$ cat src/rtl/aes_pkg.sv
`default_nettype none
// ============================================================================
//  Module      : aes_pkg
//  Description : Shared AES definitions: GF(2^8) reduction constant, the
//                MixColumns engine state type and the finite-field helpers
//                used by the column mixer.
//  Revision    : 1.0  initial release
// ============================================================================
package aes_pkg;

  // Low byte of the AES field polynomial x^8 + x^4 + x^3 + x + 1 (0x11B).
  localparam logic [7:0] AES_POLY = 8'h1B;

  // MixColumns engine control states.
  typedef enum logic [1:0] {
    ST_IDLE = 2'd0,
    ST_BUSY = 2'd1,
    ST_DONE = 2'd2
  } mc_state_e;

  // Multiply by x in GF(2^8).
  function automatic logic [7:0] gf_xtime(input logic [7:0] x);
    gf_xtime = {x[6:0], 1'b0} ^ (x[7] ? AES_POLY : 8'h00);
  endfunction

  // Multiply by a small constant (MixColumns uses 1, 2, 3, 9, B, D, E).
  // With a constant c this reduces to a fixed XOR network.
  function automatic logic [7:0] gf_mul(input logic [7:0] a, input logic [3:0] c);
    logic [7:0] acc;
    logic [7:0] pw;
    acc = 8'h00;
    pw  = a;
    for (int i = 0; i < 4; i++) begin
      if (c[i]) acc = acc ^ pw;
      pw = gf_xtime(pw);
    end
    gf_mul = acc;
  endfunction

endpackage : aes_pkg
`default_nettype wire

$ cat src/rtl/aes_mixcol_word.sv
`default_nettype none
// ============================================================================
//  Module      : aes_mixcol_word
//  Description : Combinational mixer for one 32-bit AES state column.
//                Forward {02,03,01,01}, inverse {0E,0B,0D,09}, or bypass.
//  Ports       : col_i    [31:0] input column, b0 = [31:24] .. b3 = [7:0]
//                inv_i           1 = inverse MixColumns
//                bypass_i        1 = pass column through (overrides inv_i)
//                col_o    [31:0] mixed column, same byte layout
//  Revision    : 1.0  initial release
// ============================================================================
module aes_mixcol_word
  import aes_pkg::*;
(
  input  logic [31:0] col_i,
  input  logic        inv_i,
  input  logic        bypass_i,
  output logic [31:0] col_o
);

  logic [7:0] b   [4];
  logic [7:0] h   [4];
  logic [3:0] coef[4];

  always_comb begin
    for (int i = 0; i < 4; i++) begin
      b[i] = col_i[31-8*i -: 8];
    end

    // First row of the circulant matrix; later rows are rotations of it.
    if (inv_i) begin
      coef[0] = 4'hE; coef[1] = 4'hB; coef[2] = 4'hD; coef[3] = 4'h9;
    end else begin
      coef[0] = 4'h2; coef[1] = 4'h3; coef[2] = 4'h1; coef[3] = 4'h1;
    end

    // h[r] = sum_j coef[(j - r) mod 4] * b[j]
    for (int r = 0; r < 4; r++) begin
      h[r] = 8'h00;
      for (int j = 0; j < 4; j++) begin
        h[r] = h[r] ^ gf_mul(b[j], coef[(j - r + 4) % 4]);
      end
    end

    col_o = bypass_i ? col_i : {h[0], h[1], h[2], h[3]};
  end

endmodule : aes_mixcol_word
`default_nettype wire

$ cat src/rtl/aes_mixcolumns_engine.sv
`default_nettype none
// ============================================================================
//  Module      : aes_mixcolumns_engine
//  Description : Handshaked AES MixColumns / InvMixColumns / bypass unit.
//                Processes LANES columns per beat over 4/LANES beats.
//  Ports       : clk_i, rst_i           clock, synchronous active-high reset
//                in_valid_i/in_ready_o  input handshake
//                in_data_i  [127:0]     state, column i = [i*32 +: 32]
//                in_inv_i               1 = inverse mix (latched per block)
//                in_bypass_i            1 = no mix (latched per block)
//                out_valid_o/out_ready_i output handshake
//                out_data_o [127:0]     result state
//                busy_o                 block in flight or awaiting pickup
//  Revision    : 1.0  initial release
// ============================================================================
module aes_mixcolumns_engine
  import aes_pkg::*;
#(
  parameter int LANES = 4
) (
  input  logic         clk_i,
  input  logic         rst_i,
  input  logic         in_valid_i,
  output logic         in_ready_o,
  input  logic [127:0] in_data_i,
  input  logic         in_inv_i,
  input  logic         in_bypass_i,
  output logic         out_valid_o,
  input  logic         out_ready_i,
  output logic [127:0] out_data_o,
  output logic         busy_o
);

  localparam int N  = (LANES == 1) ? 4 : (LANES == 2) ? 2 : 1;
  localparam int CW = (N > 1) ? $clog2(N) : 1;

  if (!(LANES == 1 || LANES == 2 || LANES == 4)) begin : g_bad_lanes
    $error("aes_mixcolumns_engine: LANES must be 1, 2 or 4");
  end

  mc_state_e       state_q, state_d;
  logic [CW-1:0]   cnt_q, cnt_d;
  logic [127:0]    work_q, work_d;
  logic            inv_q, inv_d;
  logic            byp_q, byp_d;
  logic [127:0]    res_q, res_d;
  logic            out_valid_q;
  logic            busy_q;

  logic [31:0]     lane_in [LANES];
  logic [31:0]     lane_out[LANES];
  logic            accept;
  logic            last_beat;

  assign in_ready_o  = (state_q == ST_IDLE) || ((state_q == ST_DONE) && out_ready_i);
  assign accept      = in_valid_i && in_ready_o;
  assign last_beat   = (cnt_q == CW'(N - 1));
  assign out_valid_o = out_valid_q;
  assign out_data_o  = res_q;
  assign busy_o      = busy_q;

  // Select the working columns for the current beat.
  always_comb begin
    for (int l = 0; l < LANES; l++) begin
      lane_in[l] = 32'h0;
      for (int k = 0; k < N; k++) begin
        if (cnt_q == CW'(k)) lane_in[l] = work_q[(k*LANES + l)*32 +: 32];
      end
    end
  end

  for (genvar g = 0; g < LANES; g++) begin : g_lane
    aes_mixcol_word u_word (
      .col_i    (lane_in[g]),
      .inv_i    (inv_q),
      .bypass_i (byp_q),
      .col_o    (lane_out[g])
    );
  end

  always_comb begin
    state_d = state_q;
    cnt_d   = cnt_q;
    work_d  = work_q;
    inv_d   = inv_q;
    byp_d   = byp_q;
    res_d   = res_q;

    case (state_q)
      ST_IDLE: ;
      ST_BUSY: begin
        // Each lane result lands back in the same column slot it came from.
        for (int k = 0; k < N; k++) begin
          if (cnt_q == CW'(k)) begin
            for (int l = 0; l < LANES; l++) begin
              res_d[(k*LANES + l)*32 +: 32] = lane_out[l];
            end
          end
        end
        if (last_beat) begin
          state_d = ST_DONE;
          cnt_d   = '0;
        end else begin
          cnt_d   = cnt_q + CW'(1);
        end
      end
      ST_DONE: begin
        if (out_ready_i) state_d = ST_IDLE;
      end
      default: state_d = ST_IDLE;
    endcase

    // Acceptance covers both IDLE and the back-to-back case from DONE.
    if (accept) begin
      work_d  = in_data_i;
      inv_d   = in_inv_i;
      byp_d   = in_bypass_i;
      cnt_d   = '0;
      state_d = ST_BUSY;
    end
  end

  always_ff @(posedge clk_i) begin
    if (rst_i) begin
      state_q     <= ST_IDLE;
      cnt_q       <= '0;
      work_q      <= 128'h0;
      inv_q       <= 1'b0;
      byp_q       <= 1'b0;
      res_q       <= 128'h0;
      out_valid_q <= 1'b0;
      busy_q      <= 1'b0;
    end else begin
      state_q     <= state_d;
      cnt_q       <= cnt_d;
      work_q      <= work_d;
      inv_q       <= inv_d;
      byp_q       <= byp_d;
      res_q       <= res_d;
      out_valid_q <= (state_d == ST_DONE);
      busy_q      <= (state_d != ST_IDLE);
    end
  end

endmodule : aes_mixcolumns_engine
`default_nettype wire

$ cat config.mk
export PLATFORM = sky130hd
export DESIGN_NAME = aes_mixcolumns_engine
export DESIGN_NICKNAME = d
export VERILOG_FILES = /design/src/rtl/aes_pkg.sv /design/src/rtl/aes_mixcol_word.sv /design/src/rtl/aes_mixcolumns_engine.sv
export SDC_FILE = /design/constraint.sdc
export NUM_CORES = 1
export LEC_CHECK = 0
export CORE_MARGIN = 5
export CORE_UTILIZATION = 35
export DETAILED_ROUTE_END_ITERATION = 10
export PLACE_DENSITY = 0.55
export SYNTH_ARGS = -nofsm -noshare
export SYNTH_HDL_FRONTEND = slang
export SYNTH_SLANG_ARGS = --single-unit
$ cat constraint.sdc
create_clock -name clk_i -period 3.4 [get_ports clk_i]
set_clock_uncertainty 0.05 [all_clocks]
set_input_delay 0.68 -clock clk_i [delete_from_list [all_inputs] [get_ports clk_i]]
set_output_delay 0.68 -clock clk_i [all_outputs]
set_load 0.005 [all_outputs]
Yosys cells after proc, flatten, opt, wreduce, memory -nomap -nowiden. Index checks and enable logic that the tools add are counted. Widths: inputs -> output; s select.

Bits in registers: 263. Bits of input ports: 134. Output and inout bits: 131. Logic and storage cells: 626.

$add $sub $neg: 1. Equal/unequal tests: 3. Mux-type cells: 318. Bitwise gates (word level): 289. Reductions and logical operators: 7.

Operators by type and width (count): $xor 8x8->8 (287); $mux 8 (256); $mux 32 (8); $mux 5 (48); $mux 16 (1); $xor 8x5->8 (1); $mux 2 (3); $pmux 2 s3 (1); $eq 2x2->1 const B (2); $eq 2x1->1 const B (1); $logic_and 1x1->1 (2); $logic_not 2->1 (1); $reduce_and 2->1 (1); $reduce_bool 2->1 (1); $reduce_or 2->1 (1); $add 1x1->1 const B (1); $logic_or 1x1->1 (1); $mux 1 (1); $not 1->1 (1).

Depth between registers and ports, before layout. Gate-level depths: netlist (run 1).

Depth in word-level cells: 13. Depth in mapped cells: 9. Mapped depth without buffers: 7.

Hierarchy. From an unflattened synthesis (run 1), not the netlist that was laid out.

Cell total of the unflattened synthesis: 2343. Area, all modules: 21779.6 um2.

Modules (own cells, without submodules): aes_mixcolumns_engine (times used 1, cells an instance 1134, area each 10425.0 um2, seq. area each 5245.0 um2); aes_mixcol_word at g_lane[1].u_word ... (times used 3, cells an instance 292, area each 2785.2 um2, seq. area each 0.0 um2); aes_mixcol_word at g_lane[0].u_word (times used 1, cells an instance 333, area each 2999.1 um2, seq. area each 0.0 um2).

Worst setup path before layout (run 1). OpenSTA, ideal clock, no wires.

Path type: reg-to-reg. Start point: register work_q[110]. End point: register res_q[100] (netlist: out_data_o[100]). Library setup time: 135 ps. Arrival: 2046 ps. Required time: 3215 ps. Slack: 1168 ps. Stages on the path, launching flop included: 8. Buffers on the path: 1. Clock period less this slack: 2232 ps. Cells stage by stage: dfxtp_1 buf_6 xnor2_4 xnor3_1 xnor3_2 xor2_2 o311ai_1 a221oi_2.

Cells in the longest elaborated chain, start to end: 11. Elaborated cells between the ends (all ways): 12. Classes of those cells: 5 x mux; 7 x bitwise.

Ends and longest elaborated chain: from (decl) (line aes_mixcolumns_engine.sv:43) `logic [127:0] work_q, work_d;`; from (signal assigned) (line aes_mixcolumns_engine.sv:136) `work_q <= work_d;`; $mux 32 * (line aes_mixcolumns_engine.sv:67) `if (cnt_q == CW'(k)) lane_in[l] = work_q[(k*LANES + l)*32 +: 32];`; $xor 8x8->8 * (line aes_pkg.sv:23) `gf_xtime = {x[6:0], 1'b0} ^ (x[7] ? AES_POLY : 8'h00);`; $mux 5 * (line aes_pkg.sv:23); $xor 8x8->8 * (line aes_pkg.sv:23); $xor 8x8->8 (line aes_pkg.sv:34) `if (c[i]) acc = acc ^ pw;`; $mux 8 (line aes_pkg.sv:34); $xor 8x8->8 (line aes_pkg.sv:34); $mux 8 * (line aes_pkg.sv:34); $xor 8x8->8 * (2 in series) (line aes_mixcol_word.sv:41) `h[r] = h[r] ^ gf_mul(b[j], coef[(j - r + 4) % 4]);`; $mux 32 * (line aes_mixcol_word.sv:45) `col_o = bypass_i ? col_i : {h[0], h[1], h[2], h[3]};`; to (signal assigned) (line aes_mixcolumns_engine.sv:139) `res_q <= res_d;`; to (decl) (line aes_mixcolumns_engine.sv:46) `logic [127:0] res_q, res_d;`.

Every way passes the cells marked *; elsewhere a longest branch is shown, timed or not. A chain may end at the register's enable or synchronous reset.

Worst setup path in the final report (run 1).
Start point: input port out_ready_i. End point: output port in_ready_o.

Cells in the longest elaborated chain, start to end: 2.

Ends and longest elaborated chain: from (decl) (line aes_mixcolumns_engine.sv:29) `input logic out_ready_i,`; $logic_and 1x1->1 (line aes_mixcolumns_engine.sv:55) `assign in_ready_o = (state_q == ST_IDLE) || ((state_q == ST_DONE) && out_ready_i);`; $logic_or 1x1->1 (line aes_mixcolumns_engine.sv:55); to (decl) (line aes_mixcolumns_engine.sv:24) `output logic in_ready_o,`.

No other way between the ends.

==> results of run 1 <==
[synthesized netlist by cell type, types with 2 or more instances]
cell type | number | area (um^2)
a211oi_1 | 6 | 45.0
a21oi_1 | 166 | 831
a22o_1 | 11 | 96.3
a22oi_1 | 45 | 338
a311oi_1 | 5 | 43.8
a31oi_1 | 6 | 37.5
a32oi_1 | 7 | 61.3
buf_1 | 17 | 63.8
buf_2 | 50 | 250
buf_4 | 11 | 82.6
buf_6 | 3 | 33.8
clkbuf_1 | 146 | 548
clkbuf_2 | 4 | 20.0
dfxtp_1 | 262 | 5250
inv_1 | 2 | 7.51
mux2i_1 | 29 | 290
nand2_1 | 409 | 1540
nand2b_1 | 25 | 156
nand3_1 | 6 | 30.0
nor2_1 | 59 | 221
nor2b_1 | 3 | 18.8
nor3_1 | 2 | 10.0
o211ai_1 | 22 | 165
o21ai_0 | 96 | 480
o21ai_1 | 9 | 45.0
xnor2_1 | 563 | 4930
xnor2_2 | 18 | 293
xnor2_4 | 4 | 110
xnor3_1 | 60 | 1350
xnor3_2 | 2 | 47.6
xor2_1 | 143 | 1250
xor2_2 | 4 | 65.1
xor3_1 | 6 | 143
[cell families (layout without fill, tap and decap cells)]
group / count (synthesis) / count (layout) / synth area share, %
flops: 262 / 262 / 27.7
compound gates: 380 / 380 / 11.7
simple gates: 507 / 507 / 10.5
buf+inv: 235 / 380 / 5.35
other cells: 0 / 1 / 0
xor+xnor: 800 / 800 / 43.3
mux: 29 / 29 / 1.53
[metrics by stage]
stage                     utilization (%)  total power, mW  cell area [um^2]  cells
after floorplan                         -             7.23             18900   2213
after global placement               41.0             8.50             22000   3000
after detailed placement             41.0             8.52             22000   3000
after CTS                            42.8             11.8             23000   3054
after global routing                 42.8             12.3             23000   3054
final                                42.8             11.7             23000   3055
[sequential cells by signal, indices dropped and copies added (netlist names)]
name         cells
state_q          2
work_q         128
out_data_o     128
out_valid_o      1
busy_o           1
byp_q            1
inv_q            1
[power groups by stage]
| stage | sequential (mW) | clock [mW] | combinational (mW) |
|---|---|---|---|
| after CTS | 3.68 | 3.34 | 4.82 |
| after global routing | 3.71 | 3.45 | 5.18 |
| final | 3.67 | 3.22 | 4.78 |
| after floorplan | 3.48 | 0 | 3.75 |
| after detailed placement | 3.74 | 0 | 4.78 |
| after global placement | 3.74 | 0 | 4.76 |
[worst max-delay path by stage]
stage                      startpoint              end  depth (start not counted)
after floorplan           work_q[110]  out_data_o[100]                          7
after global placement    out_ready_i       in_ready_o                          4
after detailed placement  out_ready_i       in_ready_o                          4
after CTS                 out_ready_i       in_ready_o                          4
after global routing      out_ready_i       in_ready_o                          4
final                     out_ready_i       in_ready_o                          4
[per-layer routing]
metal,vias to the layer above,global-route usage [%]
li1,7341,-
met1,7144,27.6
met2,372,32.8
met3,75,3.38
met4,0,4.81
met5,-,0
[final cells by class]
type | instances | area [um^2] | area share [%]
antenna | 1 | 2.50 | 0.0109
clock buffer | 44 | 895 | 3.89
clock inverter | 10 | 88.8 | 0.387
inverter | 4 | 15.0 | 0.0653
multi-input combinational | 1716 | 12700 | 55.4
sequential | 262 | 5250 | 22.9
tap | 696 | 871 | 3.79
timing repair buffer | 322 | 3130 | 13.6
[worst register-to-register path: stages, from the launching register on]
cell	delay [ns]
dfxtp_1	0.48
xnor2_1	0.72
nor2_1	0.11
xnor2_1	0.29
xnor3_1	0.46
xor2_1	0.15
o21a_1	0.17
nor3_1	0.15
==> impl_metrics.tcl, run 1 <==
set metrics [dict create \
    crit_required_ns 2.67 \
    holdCritStartpoint "rst_i" \
    reg2reg_depth 7 \
    reg2reg_to "out_data_o[113]" \
    clk_latency_ns 0.58 \
    antenna_found_initial 0 \
    path_class "in -> out" \
    drive_gt1_share_pct 6.28 \
    ys_warn_count 0 \
    final_max_slew_viol_count 0 \
    top_layer "met4" \
    finalSetupTns_ns 0 \
    p_sw_mw 3.91 \
    cts_hold_buf 0 \
    cts.sinks 262 \
    synth_area_um2 18900 \
    die_area_um2 58900 \
    grt_start_max_net_pins 133 \
    postSynthCellCount 2213 \
    cts_buffer_depth 3 \
    cp-start-kind "primary input" \
    start_util_pct 35.3 \
    vias 14900 \
    preCtsSetupSlack_ns 0.550 \
    first_iter_violations 767 \
    r2r_slack_ns 0.75 \
    grt_first_pass_wirelength_mm 93.7 \
    async_flop_share_pct 0 \
    root_buffer "clkbuf_16" \
    peakVddDrop_mv 0.402 \
    combPwrFrac_pct 41.0 \
    fill_cells 5388 \
    power.internal_mw 7.76 \
    critPathMaxStageDelay_ns 0.58 \
    wl_met3_mm 3.34 \
    min_period_ns 2.84 \
    synth.avg_cell_area_um2 8.56 \
    slowest_stage "clkdlybuf4s50_1" \
    worst_slack_ns 0.563 \
    crit_top_cell "clkdlybuf4s50_1" \
    max_freq_ghz 0.353 \
    rows 85 \
    cap_viol_max_count 0 \
    ys_seq_elements 262 \
    rsz0062_at_grt "no" \
    final_nets 2470 \
    ant_nets 0 \
    syn_nets 2347 \
    p_leak_nw 8.30 \
    cp_cell_sequence "clkdlybuf4s50_1 > inv_1 > a21oi_1 > clkdlybuf4s50_1" \
    worst_pin_slew_ns 1.05 \
    dp_hpwl_mm 44.8 \
    ios 265 \
    area_delta_synth_final_pct 21.3 \
    endpoint_kind "output pin" \
    grt_use_total_pct 20.0 \
    die-height_um 243 \
    yosysSeqAreaShare_pct 27.7 \
    period_share_pct 83.4 \
    cts_resized 0 \
    cp_max_fo 3 \
    met1Wirelength_mm 28.3 \
    synth-edff-count 0 \
    fp.dieW_um 243 \
    cts_tree "done" \
    grt_pass1_vias 15300 \
    drt-total-wl_mm 61.0 \
    cts_htree_levels 1 \
    holdWs_ns 0.310 \
    cts_made_buffers 30 \
    worstPathArrival_ns 2.11 \
    p_per_area_nw_per_um2 508 \
    place_congestion 0.896 \
    overflow 0 \
    status "finished, final reports clean" \
    hold_viol_final 0 \
    cp_top_family "buffers and inverters" \
    synth_flop_cell "dfxtp_1" \
    viasPerCell 4.89 \
    final_common_cell "xnor2_1" \
    routedWlPerCell_um 20.0 \
    r2r-start "work_q[102]" \
    wl_met2_mm 27.9 \
    setup_viol 0 \
    holdPathStages 2 \
    crit_buf_inv 3 \
    portBuffers 264 \
    synth_cell_type_count 45 \
    worstHoldPathType "in -> reg" \
    seq_power_share_pct 31.5 \
    clkPwrFrac_pct 27.6 \
    firstDrtPassIters 5 \
    final_cell_mix "563 x xnor2_1, 407 x nand2_1, 263 x clkdlybuf4s50_1" \
    power.share.switching_pct 33.5 \
    coreArea_um2 53700 \
    route.detailed.drc 0 \
    clk_pin_slew_ns 0.06 \
    postCtsSetupBuffers 0 \
    hold_end "inv_q" \
    slew_headroom_pct 30.1 \
]
No activity file was read; power rests on OpenSTA's default activity.
==> inputs of run 2 (changes only) <==
PLACE_DENSITY = 0.57   (was 0.55)
clock period = 2.52 ns   (was 3.4 ns; I/O delays follow)
==> run 2 against run 1 <==
Flip-flop and latch count is the same. Hold slack lost 0.21 ns. Sequential power increased by 32%. Critical path type is now reg -> reg. Global-route usage up 1.5 points. Non-clock buffer count up 131. Combinational power rose by 46%. Sequential share of layout area is 1.1 points lower. Utilization rose by 2.2 points. Setup slack got worse by 0.50 ns. Die area unchanged. Largest cell class unchanged. Critical endpoint is now out_data_o[4]. Largest power group unchanged.
==> impl_metrics.tcl, run 2 (same netlist as run 1, synthesis figures left out) <==
set metrics [dict create \
    place_area_um2 23100 \
    antenna_found_initial 1 \
    first_iter_violations 828 \
    grt_use_total_pct 21.4 \
    clk_pin_slew_ns 0.07 \
    cts_hold_buf 0 \
    firstDrtPassIters 5 \
    area_delta_synth_final_pct 27.7 \
    cap_viol_max_count 0 \
    cp-start-kind "register" \
    rows 85 \
    die-height_um 243 \
    path_class "reg -> reg" \
    routedWlPerCell_um 20.6 \
    clk_latency_ns 0.58 \
    grt_start_max_net_pins 89 \
    period_share_pct 97.4 \
    max_freq_ghz 0.408 \
    cts.sinks 262 \
    viasPerCell 4.94 \
    dp_hpwl_mm 49.3 \
    die_area_um2 58900 \
    grt_pass1_vias 16200 \
    worstHoldPathType "in -> reg" \
    final_common_cell "xnor2_1" \
    final_nets 2602 \
    rsz0062_at_grt "no" \
    ant_nets 0 \
    fp.dieW_um 243 \
    slew_headroom_pct 36.0 \
    drt-total-wl_mm 65.7 \
    ios 265 \
    final_area_um2 24200 \
    cts_htree_levels 1 \
    cts_resized 0 \
    preCtsSetupSlack_ns 0.0858 \
    endpoint_kind "register" \
    place_congestion 0.927 \
    root_buffer "clkbuf_16" \
    min_period_ns 2.45 \
    final_max_slew_viol_count 0 \
    peakVddDrop_mv 0.566 \
    setup_viol 0 \
    grt_first_pass_wirelength_mm 100 \
    worst_pin_slew_ns 0.959 \
    overflow 0 \
    diodes 0 \
    cts_made_buffers 31 \
    route.detailed.drc 0 \
    worst_slack_ns 0.0665 \
    start_util_pct 35.3 \
    cp_max_fo 6 \
    worstPathArrival_ns 2.86 \
    crit_required_ns 2.92 \
    cts_tree "done" \
    p_per_area_nw_per_um2 689 \
    final_cell_mix "562 x xnor2_1, 407 x nand2_1, 263 x clkdlybuf4s50_1" \
    drive_gt1_share_pct 11.4 \
    status "finished, final reports clean" \
    finalSetupTns_ns 0 \
    portBuffers 264 \
    coreArea_um2 53700 \
    postCtsSetupBuffers 0 \
    vias 15700 \
    hold_viol_final 0 \
    p_leak_nw 9.04 \
    cts_buffer_depth 3 \
]
run 2: cell count changes in the layout (fill, tap and decap cells not counted), moves of 2 or more:
| cell | change |
|---|---|
| buf_4 | +123 |
| buf_12 | +8 |
| bufinv_16 | +4 |
| clkbuf_8 | -3 |
| clkinv_4 | -2 |
| clkinvlp_4 | +2 |
| dfxtp_1 | -2 |
| dfxtp_2 | +2 |
run 2: report_power, final:
part / internal [mW] / total (mW) / switching (mW) / leakage, nW
clock network: 2.94 / 4.83 / 1.89 / 0.526
registers: 4.47 / 4.85 / 0.381 / 2.15
logic: 3.70 / 6.97 / 3.27 / 6.36
total: 11.1 / 16.7 / 5.54 / 9.04
run 2: layout make-up:
type	count	area (um^2)
timing repair buffer	453	4210
clock buffer	43	882
multi-input combinational	1716	12700
inverter	4	15.0
sequential	262	5260
fill	5249	29500
clock inverter	14	206
tap	696	871
run 2: metal layers:
layer,vias to the layer above,part of all wire (%),GRT usage (%)
met5,-,0,0
met4,0,2.7,5.86
met3,96,5.5,3.14
met2,459,46,35.2
met1,7570,46,29.7
li1,7614,-,-
run 2: metrics by stage:
| step | power [mW] | cells | hold slack [ns] | util [%] |
|---|---|---|---|---|
| 3_3_place_gp | 11.9 | 3131 | 0.388 | 43.0 |
| 4_1_cts | 16.8 | 3188 | 0.0546 | 45.0 |
| 3_5_place_dp | 11.9 | 3131 | 0.398 | 43.0 |
| 6_report | 16.7 | 3188 | 0.0962 | 45.0 |
| 5_1_grt | 17.5 | 3188 | 0.0985 | 45.0 |
| 2_1_floorplan | 9.75 | 2213 | 0.393 | - |
run 2: worst max-delay path, stage by stage, from the launching register on:
cell	delay (ns)
dfxtp_1	0.61
xnor2_1	0.22
xnor2_1	0.30
xnor3_1	0.49
a21oi_1	0.38
xnor2_1	0.19
o21ai_0	0.09
run 2: worst paths after layout:
kind	to	startpoint	cells after the start	slack (ns)
max reg2reg	out_data_o[4]	work_q[23]	6	0.07
max	out_data_o[4]	work_q[23]	6	0.07
min	out_data_o[113]	rst_i	2	0.1
min reg2reg	out_data_o[54]	out_data_o[54]	2	0.40
==> inputs of run 3 (changes only) <==
CELL_PAD_IN_SITES_DETAIL_PLACEMENT = 1   (was unset)
CELL_PAD_IN_SITES_GLOBAL_PLACEMENT = 2   (was unset)
CORE_UTILIZATION = 31   (was 35)
PLACE_DENSITY = 0.79   (was 0.57)
==> run 3 against run 2 <==
Critical path type unchanged. Via count up 2.0%. Sequential power about the same. Sequential share of layout area down 0.26 points. Setup slack better by 0.024 ns. Routed wire length up 11%. Flip-flop and latch count unchanged. Largest cell class unchanged. First-iteration DRC count down 13%. Combinational power up 2.9%. Global-route usage down 0.068 points.
==> impl_metrics.tcl, run 3 (same netlist as run 1, synthesis figures left out) <==
set metrics [dict create \
    reg2reg_to "out_data_o[10]" \
    cap_viol_max_count 0 \
    reg2reg_depth 7 \
    clk_latency_ns 0.55 \
    root_buffer "clkbuf_16" \
    worst_slack_ns 0.0908 \
    status "finished, final reports clean" \
    overflow 0 \
    vias 16100 \
    fp.dieW_um 257 \
    drt-total-wl_mm 73.1 \
    max_freq_ghz 0.412 \
    cts.sinks 262 \
    grt_pass1_vias 17500 \
    first_iter_violations 720 \
    grt_first_pass_wirelength_mm 110 \
    final_cell_mix "562 x xnor2_1, 407 x nand2_1, 263 x clkdlybuf4s50_1" \
    critPathMaxStageDelay_ns 0.56 \
    crit_cells 7 \
    r2r-start "work_q[6]" \
    area_delta_synth_final_pct 29.2 \
    slew_headroom_pct 49.8 \
    cp-start-kind "register" \
    period_share_pct 96.4 \
    hold_viol_final 0 \
    start_util_pct 31.3 \
    cts_tree "done" \
    grt_use_total_pct 21.4 \
    path_class "reg -> reg" \
    coreArea_um2 60500 \
    dp_hpwl_mm 55.5 \
    place_congestion 0.939 \
    finalSetupTns_ns 0 \
    setup_viol 0 \
    route.detailed.drc 0 \
    crit_buf_inv 2 \
    cp_cell_sequence "buf_4 > xnor2_4 > xnor3_1 > xnor2_1 > o311ai_0 > buf_4 > a22o_1" \
    portBuffers 264 \
    holdCritStartpoint "rst_i" \
    drive_gt1_share_pct 11.9 \
    viasPerCell 4.89 \
    die-height_um 257 \
    cp_max_fo 4 \
    routedWlPerCell_um 22.3 \
    worstHoldPathType "in -> reg" \
    crit_required_ns 2.95 \
    antenna_found_initial 0 \
    crit_top_cell "buf_4" \
    p_leak_nw 9.14 \
    worst_pin_slew_ns 0.748 \
    endpoint_kind "register" \
    firstDrtPassIters 5 \
    r2r_slack_ns 0.09 \
    final_nets 2616 \
    rsz0062_at_grt "no" \
    final_max_slew_viol_count 0 \
    peakVddDrop_mv 0.354 \
    worstPathArrival_ns 2.86 \
    crit_path_start "work_q[6]" \
    ios 265 \
    p_per_area_nw_per_um2 704 \
    cp_top_family "XOR/XNOR gates" \
    cts_buffer_depth 3 \
    cts_made_buffers 34 \
    crit_end "out_data_o[10]" \
    cts_htree_levels 2 \
    clk_pin_slew_ns 0.06 \
    fill_cells 6992 \
    final_common_cell "xnor2_1" \
    preCtsSetupSlack_ns 0.0903 \
    slowest_stage "o311ai_0" \
    grt_start_max_net_pins 112 \
    rows 90 \
    ant_nets 0 \
    postCtsSetupBuffers 0 \
    min_period_ns 2.43 \
    cts_hold_buf 0 \
    die_area_um2 66100 \
]
## run 3: changes by cell type in the layout (fill, tap and decap cells not counted), moves of 2 or more
cell	change
buf_4	+12
bufinv_16	-2
clkbuf_1	-2
clkbuf_16	+5
clkbuf_8	+6
clkinv_2	-3
clkinvlp_4	-3
xnor2_2	-2
xnor2_4	+2
## run 3: how the worst min path moves through the flow
stage | depth (start not counted) | slack (ns) | end
final | 2 | 0.25 | out_data_o[97]
after detailed placement | 2 | 0.40 | out_data_o[96]
after floorplan | 2 | 0.39 | out_data_o[124]
after CTS | 2 | 0.23 | out_data_o[97]
after global routing | 2 | 0.26 | out_data_o[97]
after global placement | 2 | 0.40 | out_data_o[62]
## run 3: final cells by class
class / instances / area, um^2 / share of cell area (%)
Timing Repair Buffer: 464 / 4280 / 17.5
Clock inverter: 5 / 100 / 0.409
Tap cell: 782 / 978 / 4.00
Clock buffer: 52 / 1080 / 4.42
Antenna cell: 1 / 2.50 / 0.0102
Multi-Input combinational cell: 1716 / 12800 / 52.1
Inverter: 4 / 15.0 / 0.0613
Sequential cell: 262 / 5260 / 21.5
## run 3: what timing repair did
action / 4_1_cts / 5_1_grt
endpoints found under the setup margin: 0 / 10
gates resized for setup: 0 / 7
hold endpoints to repair: 0 / 0
## run 3: metal layers
layer  up-vias  routed length, um  track usage [%]
li1       7627                  -                -
met1      8004              33000             28.0
met2       330              35000             36.5
met3       100               3200             3.65
met4         0               1920             6.07
met5         -                  0                0
## run 3: metrics by stage
step | utilization [%] | power [mW] | hold WS, ns | instances | area [um^2]
global route | 40.5 | 18.1 | 0.263 | 3285 | 24500
detailed placement | 38.5 | 12.1 | 0.400 | 3228 | 23300
global placement | 38.5 | 12.0 | 0.398 | 3228 | 23300
finish | 40.5 | 17.2 | 0.251 | 3286 | 24500
CTS | 40.4 | 17.5 | 0.231 | 3285 | 24400
floorplan | - | 9.75 | 0.393 | 2213 | 18900
## run 3: where the power goes
| group | switching, mW | internal (mW) |
|---|---|---|
| registers | 0.386 | 4.47 |
| clock network | 1.97 | 3.25 |
| logic | 3.43 | 3.74 |
| total | 5.78 | 11.5 |
